--- src/rtl/fifo_uart_tx_if.sv ---
// FIFO read-side handshake between the pixel/result FIFO and its UART consumer.
// master = the consumer that issues pops; slave = the FIFO.
interface fifo_uart_tx_if;
   logic       fifo_empty;
   logic [7:0] fifo_rdata;
   logic       fifo_pop;

   modport master (input fifo_empty, input fifo_rdata, output fifo_pop);
   modport slave  (output fifo_empty, output fifo_rdata, input fifo_pop);
endinterface

--- src/rtl/fifo_uart_tx.sv ---
// Pops bytes from a show-ahead FIFO and sends each as an 8N1 UART frame.
// Define FIFO_UART_TX_PARITY_EN to insert an even-parity bit (8E1 frames).
module fifo_uart_tx #(
   parameter int CLK_FREQ = 125_000_000,
   parameter int BAUD     = 115200,
   parameter int BAUD_DIV = CLK_FREQ / BAUD
) (
   input  logic                  clk,
   input  logic                  rst,
   input  logic                  tx_en,
   fifo_uart_tx_if.master        fifo,
   output logic                  tx,
   output logic                  tx_busy,
   output logic                  tx_done
);

   localparam int CW = (BAUD_DIV > 1) ? $clog2(BAUD_DIV) : 1;
   localparam logic [CW-1:0] CNT_LAST = CW'(BAUD_DIV - 1);

   typedef enum logic [2:0] {IDLE, START, DATA, PARITY, STOP} state_t;

   state_t        state_reg;
   logic [CW-1:0] cnt_reg;
   logic [2:0]    bit_idx_reg;
   logic [7:0]    shift_reg;
   logic          tx_reg;
   logic          busy_reg;
   logic          done_reg;
   logic          pop;
   logic          bit_end;
`ifdef FIFO_UART_TX_PARITY_EN
   logic          par_reg;
`endif

   // Gated by rst so nothing is popped while the block is held in reset.
   assign pop           = (state_reg == IDLE) && !fifo.fifo_empty && tx_en && !rst;
   assign fifo.fifo_pop = pop;
   assign bit_end       = (cnt_reg == CNT_LAST);
   assign tx            = tx_reg;
   assign tx_busy       = busy_reg;
   assign tx_done       = done_reg;

   always_ff @(posedge clk or posedge rst) begin
      if (rst) begin
         state_reg   <= IDLE;
         cnt_reg     <= '0;
         bit_idx_reg <= '0;
         shift_reg   <= '0;
         tx_reg      <= 1'b1;
         busy_reg    <= 1'b0;
         done_reg    <= 1'b0;
`ifdef FIFO_UART_TX_PARITY_EN
         par_reg     <= 1'b0;
`endif
      end else begin
         done_reg <= 1'b0;

         if (state_reg == IDLE || bit_end)
            cnt_reg <= '0;
         else
            cnt_reg <= cnt_reg + 1'b1;

         // tx_reg always carries the level for the state being entered.
         case (state_reg)
            IDLE: begin
               tx_reg <= 1'b1;
               if (pop) begin
                  shift_reg <= fifo.fifo_rdata;
`ifdef FIFO_UART_TX_PARITY_EN
                  par_reg   <= ^fifo.fifo_rdata;
`endif
                  state_reg <= START;
                  tx_reg    <= 1'b0;
                  busy_reg  <= 1'b1;
               end
            end
            START: begin
               if (bit_end) begin
                  state_reg   <= DATA;
                  bit_idx_reg <= '0;
                  tx_reg      <= shift_reg[0];
               end
            end
            DATA: begin
               if (bit_end) begin
                  shift_reg <= {1'b0, shift_reg[7:1]};
                  if (bit_idx_reg == 3'd7) begin
`ifdef FIFO_UART_TX_PARITY_EN
                     state_reg <= PARITY;
                     tx_reg    <= par_reg;
`else
                     state_reg <= STOP;
                     tx_reg    <= 1'b1;
`endif
                  end else begin
                     bit_idx_reg <= bit_idx_reg + 1'b1;
                     tx_reg      <= shift_reg[1];
                  end
               end
            end
`ifdef FIFO_UART_TX_PARITY_EN
            PARITY: begin
               if (bit_end) begin
                  state_reg <= STOP;
                  tx_reg    <= 1'b1;
               end
            end
`endif
            STOP: begin
               if (bit_end) begin
                  state_reg <= IDLE;
                  busy_reg  <= 1'b0;
                  done_reg  <= 1'b1;
                  tx_reg    <= 1'b1;
               end
            end
            default: begin
               state_reg <= IDLE;
               busy_reg  <= 1'b0;
               tx_reg    <= 1'b1;
            end
         endcase
      end
   end

endmodule

--- src/flat_wrapper.sv ---
// flat-port wrapper written by rule: the top's interface ports become plain ports
module fifo_uart_tx_flat 
#(
   parameter int CLK_FREQ = 125_000_000,
   parameter int BAUD     = 115200,
   parameter int BAUD_DIV = CLK_FREQ / BAUD
)
  (clk, rst, tx_en, tx, tx_busy, tx_done, fifo_fifo_empty, fifo_fifo_rdata, fifo_fifo_pop);
  fifo_uart_tx_if fifo_i ();
  input  logic clk;
  input  logic rst;
  input  logic tx_en;
  output logic tx;
  output logic tx_busy;
  output logic tx_done;
  input wire logic [$bits(fifo_i.fifo_empty)-1:0] fifo_fifo_empty;
  input wire logic [$bits(fifo_i.fifo_rdata)-1:0] fifo_fifo_rdata;
  output wire logic [$bits(fifo_i.fifo_pop)-1:0] fifo_fifo_pop;
  assign fifo_i.fifo_empty = fifo_fifo_empty;
  assign fifo_i.fifo_rdata = fifo_fifo_rdata;
  assign fifo_fifo_pop = fifo_i.fifo_pop;
  fifo_uart_tx #(.CLK_FREQ(CLK_FREQ), .BAUD(BAUD), .BAUD_DIV(BAUD_DIV)) u_core (.clk(clk), .rst(rst), .tx_en(tx_en), .fifo(fifo_i), .tx(tx), .tx_busy(tx_busy), .tx_done(tx_done));
endmodule
--- config.mk ---
export PLATFORM = sky130hd
export DESIGN_NAME = fifo_uart_tx_flat
export DESIGN_NICKNAME = d
export VERILOG_FILES = /design/src/rtl/fifo_uart_tx_if.sv /design/src/rtl/fifo_uart_tx.sv /design/src/flat_wrapper.sv
export SDC_FILE = /design/constraint.sdc
export NUM_CORES = 1
export LEC_CHECK = 0
export ABC_AREA = 1
export BUFFER_PORTS_ARGS = -buffer_cell sky130_fd_sc_hd__buf_2
export CAP_MARGIN = 10
export CORE_ASPECT_RATIO = 1.2
export CORE_MARGIN = 1.5
export CORE_UTILIZATION = 52
export DETAILED_ROUTE_END_ITERATION = 7
export GPL_TIMING_DRIVEN = 1
export MAX_ROUTING_LAYER = met4
export PLACE_DENSITY = 0.74
export SETUP_SLACK_MARGIN = 0.3
export SLEW_MARGIN = 20
export SYNTH_ARGS = -nofsm -noshare
export SYNTH_HDL_FRONTEND = slang
export SYNTH_SLANG_ARGS = --single-unit
--- constraint.sdc ---
create_clock -name clk -period 1.4 [get_ports clk]
set_input_delay 0.21 -clock clk [delete_from_list [all_inputs] [get_ports clk]]
set_output_delay 0.21 -clock clk [all_outputs]
set_load 0.01 [all_outputs]
==> results.tsv, run 1 <==
metric	value	unit
cp-end-kind	register	
wl_per_cell	13.4	um
synth_area	0.00159	mm^2
syn_nets	228	
largest_reg_flops	11	
ant_nets	0	
leakagePower	0.00121	uW
dieArea	0.00339	mm^2
synthToLayoutAreaGrowth	45.8	%
core	0.00284	mm^2
crit_path_cell_trace	inv_2 -> ha_4 -> nand2_4 -> nor2_4 -> nand3_4 -> nand2_8 -> nand2_8 -> nand2_4 -> nand2_2	
placedInstanceArea	0.00182	mm^2
cts_num_sinks	28	
dr.pass1.iters	4	
grt_pass1_wl	6310	um
finalHoldViolCount	0	
cap_violations	0	
tritoncts	built	
finalCritPeriodShare	104	%
port_buffers	15	
drt-initial-drc-count	65	
status	complete, but fails checks	
ys_seq_area_share	44.3	%
clkTransAtPathRegs	0.15	ns
worst_slack	-0.0554	ns
p_per_area	524	mW/mm^2
final_common_cell	nand2_1	
placed_cells_incl_taps	274	
clock_path_buffers	2	
r2r_start	u_core.cnt_reg[0]	
reg2regPathDepth	9	
hold_path_class	in2reg	
final_cell_mix	nand2_1, dfrtp_1, buf_4	
drc_errors	0	
finish.instance_area	0.00231	mm^2
hold-worst-slack	0.148	ns
htree_levels	1	
max_stage_delay	0.43	ns
cts_inserted_buffers	3	
yosysUniqueCellTypes	21	
grt_overflow_total	0	
io_pins	16	
irDropWorstVdd	0.479	mV
utilization	81.4	%
fin_cells	298	
fin_crit	1.46	ns
grt.total_usage	25.4	%
max_slew_margin	75.8	%
synth-seq-cells	28	
crit_arrival	1.70	ns
start_util	55.9	%
vias	1568	
post_drt_via_cell_ratio	5.26	
place_congestion	0.848	
cp-start-kind	register	
tightest_slew	0.363	ns
startpoint	u_core.cnt_reg[0]	
path_delay_family	simple AND/OR/NAND/NOR gates	
dieHeight	63.5	um
antenna_cells	0	
clkLatencyLatePin	0.33	ns
worstSetupPathDepth	9	
crit_fanout	8	
drive_gt1_share	45.5	%
antenna_found_initial	0	
pre_cts_ws	0.00916	ns
reg2reg_slack	-0.06	ns
finalNetCount	281	
violations	negative setup slack	
rows	21	
cts_root_buf	clkbuf_4	
cp_num_buf_inv	1	
criticalPathCategory	reg2reg	
setup_viol_count_final	19	
hpwl	2320	um
slew_violations	0	
rsz0062_at_grt	yes	
finClkSkew	0.00363	ns
synthCells	212	
yosys_warnings	0	
grt_max_degree	29	
endpoint	u_core.shift_reg[0]	
die_width	53.4	um
postSynthAreaPerCell	7.48	um^2
crit_required	1.64	ns
max_freq	687	MHz
grt_pass1_vias	1486	
critPathSlowestCell	dfrtp_1	
routed_wirelength	3980	um
worst_r2r_endpoint	u_core.shift_reg[0]	
## where the power goes
group          internal, uW  switching (uW)
registers               809               0
logic                  20.6            29.6
clock network           112             240
total                   942             269
## synth_stat cells (all sizes together)
master	n	area share, %
nand4	5	2.0
nand2	79	21
nand3	25	9.0
buf	2	1.4
a21oi	5	1.6
xor2	2	1.1
inv	27	6.4
dfrtp	27	43
ha	4	3.2
nor3	6	1.9
o21ai	3	0.95
dfstp	1	1.7
nor2	25	6.9
nand3b	1	0.47
## timing repair
action	CTS	global route
cloned	1	0
hold buffers	1	0
buffers inserted	16	2
pin swaps	11	15
endpoints found under the setup margin	30	31
resized for setup	61	19
endpoints found under the hold margin	27	0
## per-stage QoR
step | total power, uW | setup TNS, ns
floorplan | 849 | 0
global placement | 873 | 0
detailed placement | 873 | 0
CTS | 1220 | -0.00222
global route | 1260 | -1.90
finish | 1210 | -0.782
## cells by family (layout without fill, tap and decap cells)
group	count (synthesis)	after routing	synth area share, %
fa+ha+maj	4	4	3.16
xor+xnor	2	2	1.11
flops	28	28	44.3
simple gates	141	142	41.1
compound gates	8	8	2.53
buf+inv	29	80	7.81
## how the worst min path moves through the flow
stage / cells after the start / start / slack, ns / end
after floorplan: 1 / rst / 0.12 / u_core.bit_idx_reg[0]
after global placement: 3 / rst / 0.34 / u_core.tx_busy
after detailed placement: 3 / rst / 0.34 / u_core.tx_busy
after CTS: 3 / fifo_fifo_rdata[7] / 0.14 / u_core.shift_reg[7]
after global routing: 3 / fifo_fifo_rdata[7] / 0.14 / u_core.shift_reg[7]
final: 3 / fifo_fifo_rdata[7] / 0.15 / u_core.shift_reg[7]
## worst register-to-register path: stages (launching register included)
cell and delay (ns):
dfrtp_1 0.43, inv_2 0.09, ha_4 0.14, nand2_4 0.05, nor2_4 0.12, nand3_4 0.16
nand2_8 0.15, nand2_8 0.10, nand2_4 0.08, nand2_2 0.04
## cell type report
class / count / area [um^2]
repair buffers: 49 / 389
fillers: 172 / 527
well taps: 34 / 42.5
inverters: 27 / 113
flip-flops and latches: 28 / 702
multi-input cells: 156 / 1040
clock buffers: 4 / 26.3
## per-layer routing
layer  global-route usage (%)  vias up  routed length (um)
li1                         -      776                   -
met1                     30.5      746                1690
met2                     42.7       37                2120
met3                     2.61        9                 100
met4                     9.29        0                  71
met5                        -        -                   0
Power figures use the tool's default switching activity.
==> inputs of run 2 (changes only) <==
--- a/config.mk
+++ b/config.mk
@@ -10,11 +10,11 @@
 export CAP_MARGIN = 10
 export CORE_ASPECT_RATIO = 1.2
 export CORE_MARGIN = 1.5
-export CORE_UTILIZATION = 52
+export CORE_UTILIZATION = 58
 export DETAILED_ROUTE_END_ITERATION = 7
 export GPL_TIMING_DRIVEN = 1
 export MAX_ROUTING_LAYER = met4
-export PLACE_DENSITY = 0.74
+export PLACE_DENSITY = 0.79
 export SETUP_SLACK_MARGIN = 0.3
 export SLEW_MARGIN = 20
 export SYNTH_ARGS = -nofsm -noshare
==> constraint.sdc (replaced) <==
create_clock -name clk -period 1.48 [get_ports clk]
set_input_delay 0.222 -clock clk [delete_from_list [all_inputs] [get_ports clk]]
set_output_delay 0.222 -clock clk [all_outputs]
set_load 0.01 [all_outputs]
==> run 2 against run 1 <==
  * The run still ends with negative setup slack left
  * Sequential share of layout area up 3.8 points
  * Largest power group unchanged
  * Critical path depth down 1
  * Clock power down 4%
  * Sequential cell count unchanged
  * Non-clock buffer count down 12
==> results.tsv, run 2 (synthesis gave the netlist of run 1 again) <==
metric	value	unit	change
drt-initial-drc-count	38		-42%
combinationalPowerShare	4.2	%	about the same
dr.pass1.iters	6		+2
dieHeight	60.3	um	-5.1%
cap_violations	0		unchanged
intPower	891	uW	-5.4%
p_clk_share	29.3	%	+0.3 points
crit_required	1.72	ns	+0.08 ns
grt_pass1_vias	1500		+0.94%
max_freq	668	MHz	-2.7%
grt_pass1_wl	6050	um	-4.0%
cts_inserted_buffers	3		unchanged
antenna_found_initial	0		unchanged
hold_path_class	in2reg		
clkLatencyLatePin	0.34	ns	about the same
cp-start-kind	register		
wl_met1	1560	um	-7.7%
dr.max_layer_used	met4		
ant_nets	0		unchanged
finalCritPeriodShare	101	%	-2.9 points
power_switching	260	uW	-3.6%
clkTransAtPathRegs	0.15	ns	about the same
fin_cells	285		-4.4%
core	0.00258	mm^2	-9.2%
largest_reg_flops	11		unchanged
leakagePower	0.00110	uW	-8.8%
placedInstanceArea	0.00174	mm^2	-4.9%
wl_met3	125	um	+25%
vias	1550		-1.1%
rsz0062_at_grt	yes		
antenna_cells	0		unchanged
seq_power_share	66.5	%	-0.3 points
grt.total_usage	27.0	%	+1.6 points
htree_levels	1		unchanged
place_congestion	0.923		+8.9%
hold-worst-slack	0.126	ns	-0.0224 ns
finish.instance_area	0.00206	mm^2	-11%
routed-wl-met2	2060	um	-2.9%
cp-end-kind	register		
power	1150	uW	-5.0%
p_per_area	559	mW/mm^2	+6.7%
finalNetCount	269		-4.3%
post_drt_via_cell_ratio	5.44		+3.4%
placed_cells_incl_taps	263		-4.0%
crit_arrival	1.74	ns	+0.04 ns
worst_slack	-0.0162	ns	+0.0391 ns
swShare	22.6	%	+0.33 points
setup_viol_count_final	16		-3
grt_overflow_total	0		unchanged
io_pins	16		unchanged
grt_max_degree	29		unchanged
irDropWorstVdd	0.460	mV	-3.9%
fin_crit	1.50	ns	+0.0409 ns
criticalPathCategory	reg2reg		
clock_path_buffers	2		unchanged
drive_gt1_share	33.7	%	-12 points
finalHoldViolCount	0		unchanged
drc_errors	0		unchanged
rows	20		-4.8%
crit_fanout	10		+2
cts_num_sinks	28		unchanged
tritoncts	built		
dieArea	0.00306	mm^2	-9.8%
status	complete, but fails checks		
synthToLayoutAreaGrowth	29.8	%	
start_util	61.5	%	+5.6 points
fillers	165		-4.1%
violations	negative setup slack		
tightest_slew	0.364	ns	+0.00116 ns
die_width	50.7	um	-5.0%
routed_wirelength	3830	um	-3.9%
wl_per_cell	13.4	um	+0.52%
slew_violations	0		unchanged
finClkSkew	0.00533	ns	+0.00169 ns
port_buffers	15		unchanged
final_common_cell	nand2_1		
cts_root_buf	clkbuf_4		
hpwl	2440	um	+5.3%
max_slew_margin	75.7	%	-0.078 points
final_cell_mix	nand2_1, dfrtp_1, nand3_1		
==> run 2: cell types whose count changed in the layout (fill, tap and decap cells not counted), moves of 2 or more <==
| cell | previous run | this run |
|---|---|---|
| buf_6 | 7 | 2 |
| a21oi_1 | 3 | 5 |
| nor2_4 | 9 | 4 |
| nand2_4 | 10 | 6 |
| nand2_2 | 12 | 8 |
| buf_4 | 26 | 20 |
| a21oi_2 | 2 | 0 |
| nand3_1 | 16 | 23 |
| nor2_1 | 13 | 17 |
| nand3_2 | 7 | 0 |
| nand2_1 | 56 | 64 |
==> run 2: worst paths after layout <==
kind | from | end | cells past startpoint | slack, ns
min in group asynchronous | rst | u_core.shift_reg[6] | 4 | 0.56
min | fifo_fifo_rdata[7] | u_core.shift_reg[7] | 3 | 0.13
max reg2reg | u_core.cnt_reg[0] | u_core.cnt_reg[5] | 8 | -0.02
max | u_core.cnt_reg[0] | u_core.cnt_reg[5] | 8 | -0.02
max in group asynchronous | rst | u_core.tx | 4 | 0.62
min reg2reg | u_core.shift_reg[6] | u_core.shift_reg[6] | 2 | 0.49
==> run 2: cell type report <==
type / count / area [um^2] / share of cell area, %
Timing Repair Buffer: 37 / 268 / 13.0
Tap cell: 33 / 41.3 / 2.01
Inverter: 27 / 114 / 5.53
Sequential cell: 28 / 703 / 34.2
Multi-Input combinational cell: 156 / 906 / 44.0
Clock buffer: 4 / 26.3 / 1.28
==> run 2: critical path: stages (launching register included) <==
cell,delay (ns)
dfrtp_1,0.44
inv_2,0.09
ha_4,0.15
nand2_4,0.05
nor2_4,0.15
nand3_4,0.17
nand2_8,0.16
buf_12,0.14
nor3_1,0.05
==> run 2: timing repair <==
item / 4_1_cts / 5_1_grt
hold buffers: 1 / 0
setup buffers: 10 / 6
resized for setup: 17 / 27
setup endpoints to repair: 30 / 30
hold endpoints to repair: 27 / 0
cloned: 0 / 1
pin swaps: 3 / 3
==> run 2: power groups by stage <==
| stage | clock, uW | combinational, uW | sequential [uW] |
|---|---|---|---|
| after floorplan | 0 | 23.5 | 780 |
| after global placement | 0 | 44.7 | 780 |
| after detailed placement | 0 | 47.0 | 780 |
| after CTS | 340 | 48.9 | 765 |
| after global routing | 365 | 56.0 | 766 |
| final | 337 | 48.2 | 765 |
==> run 2: stage by stage <==
step                      worst slack, ns  util [%]  setup TNS, ns
after floorplan                     0.148         -              0
after global placement             0.0538      67.3              0
after detailed placement         -0.00557      67.3       -0.00557
after CTS                          0.0554      74.0              0
after global routing              -0.0582      79.9          -1.04
final                             -0.0162      79.9         -0.112
==> run 2: layer usage <==
| layer | vias up | GRT usage (%) |
|---|---|---|
| li1 | 746 | - |
| met1 | 747 | 29.3 |
| met2 | 46 | 49.6 |
| met3 | 11 | 3.00 |
| met4 | 0 | 12.0 |
| met5 | - | - |
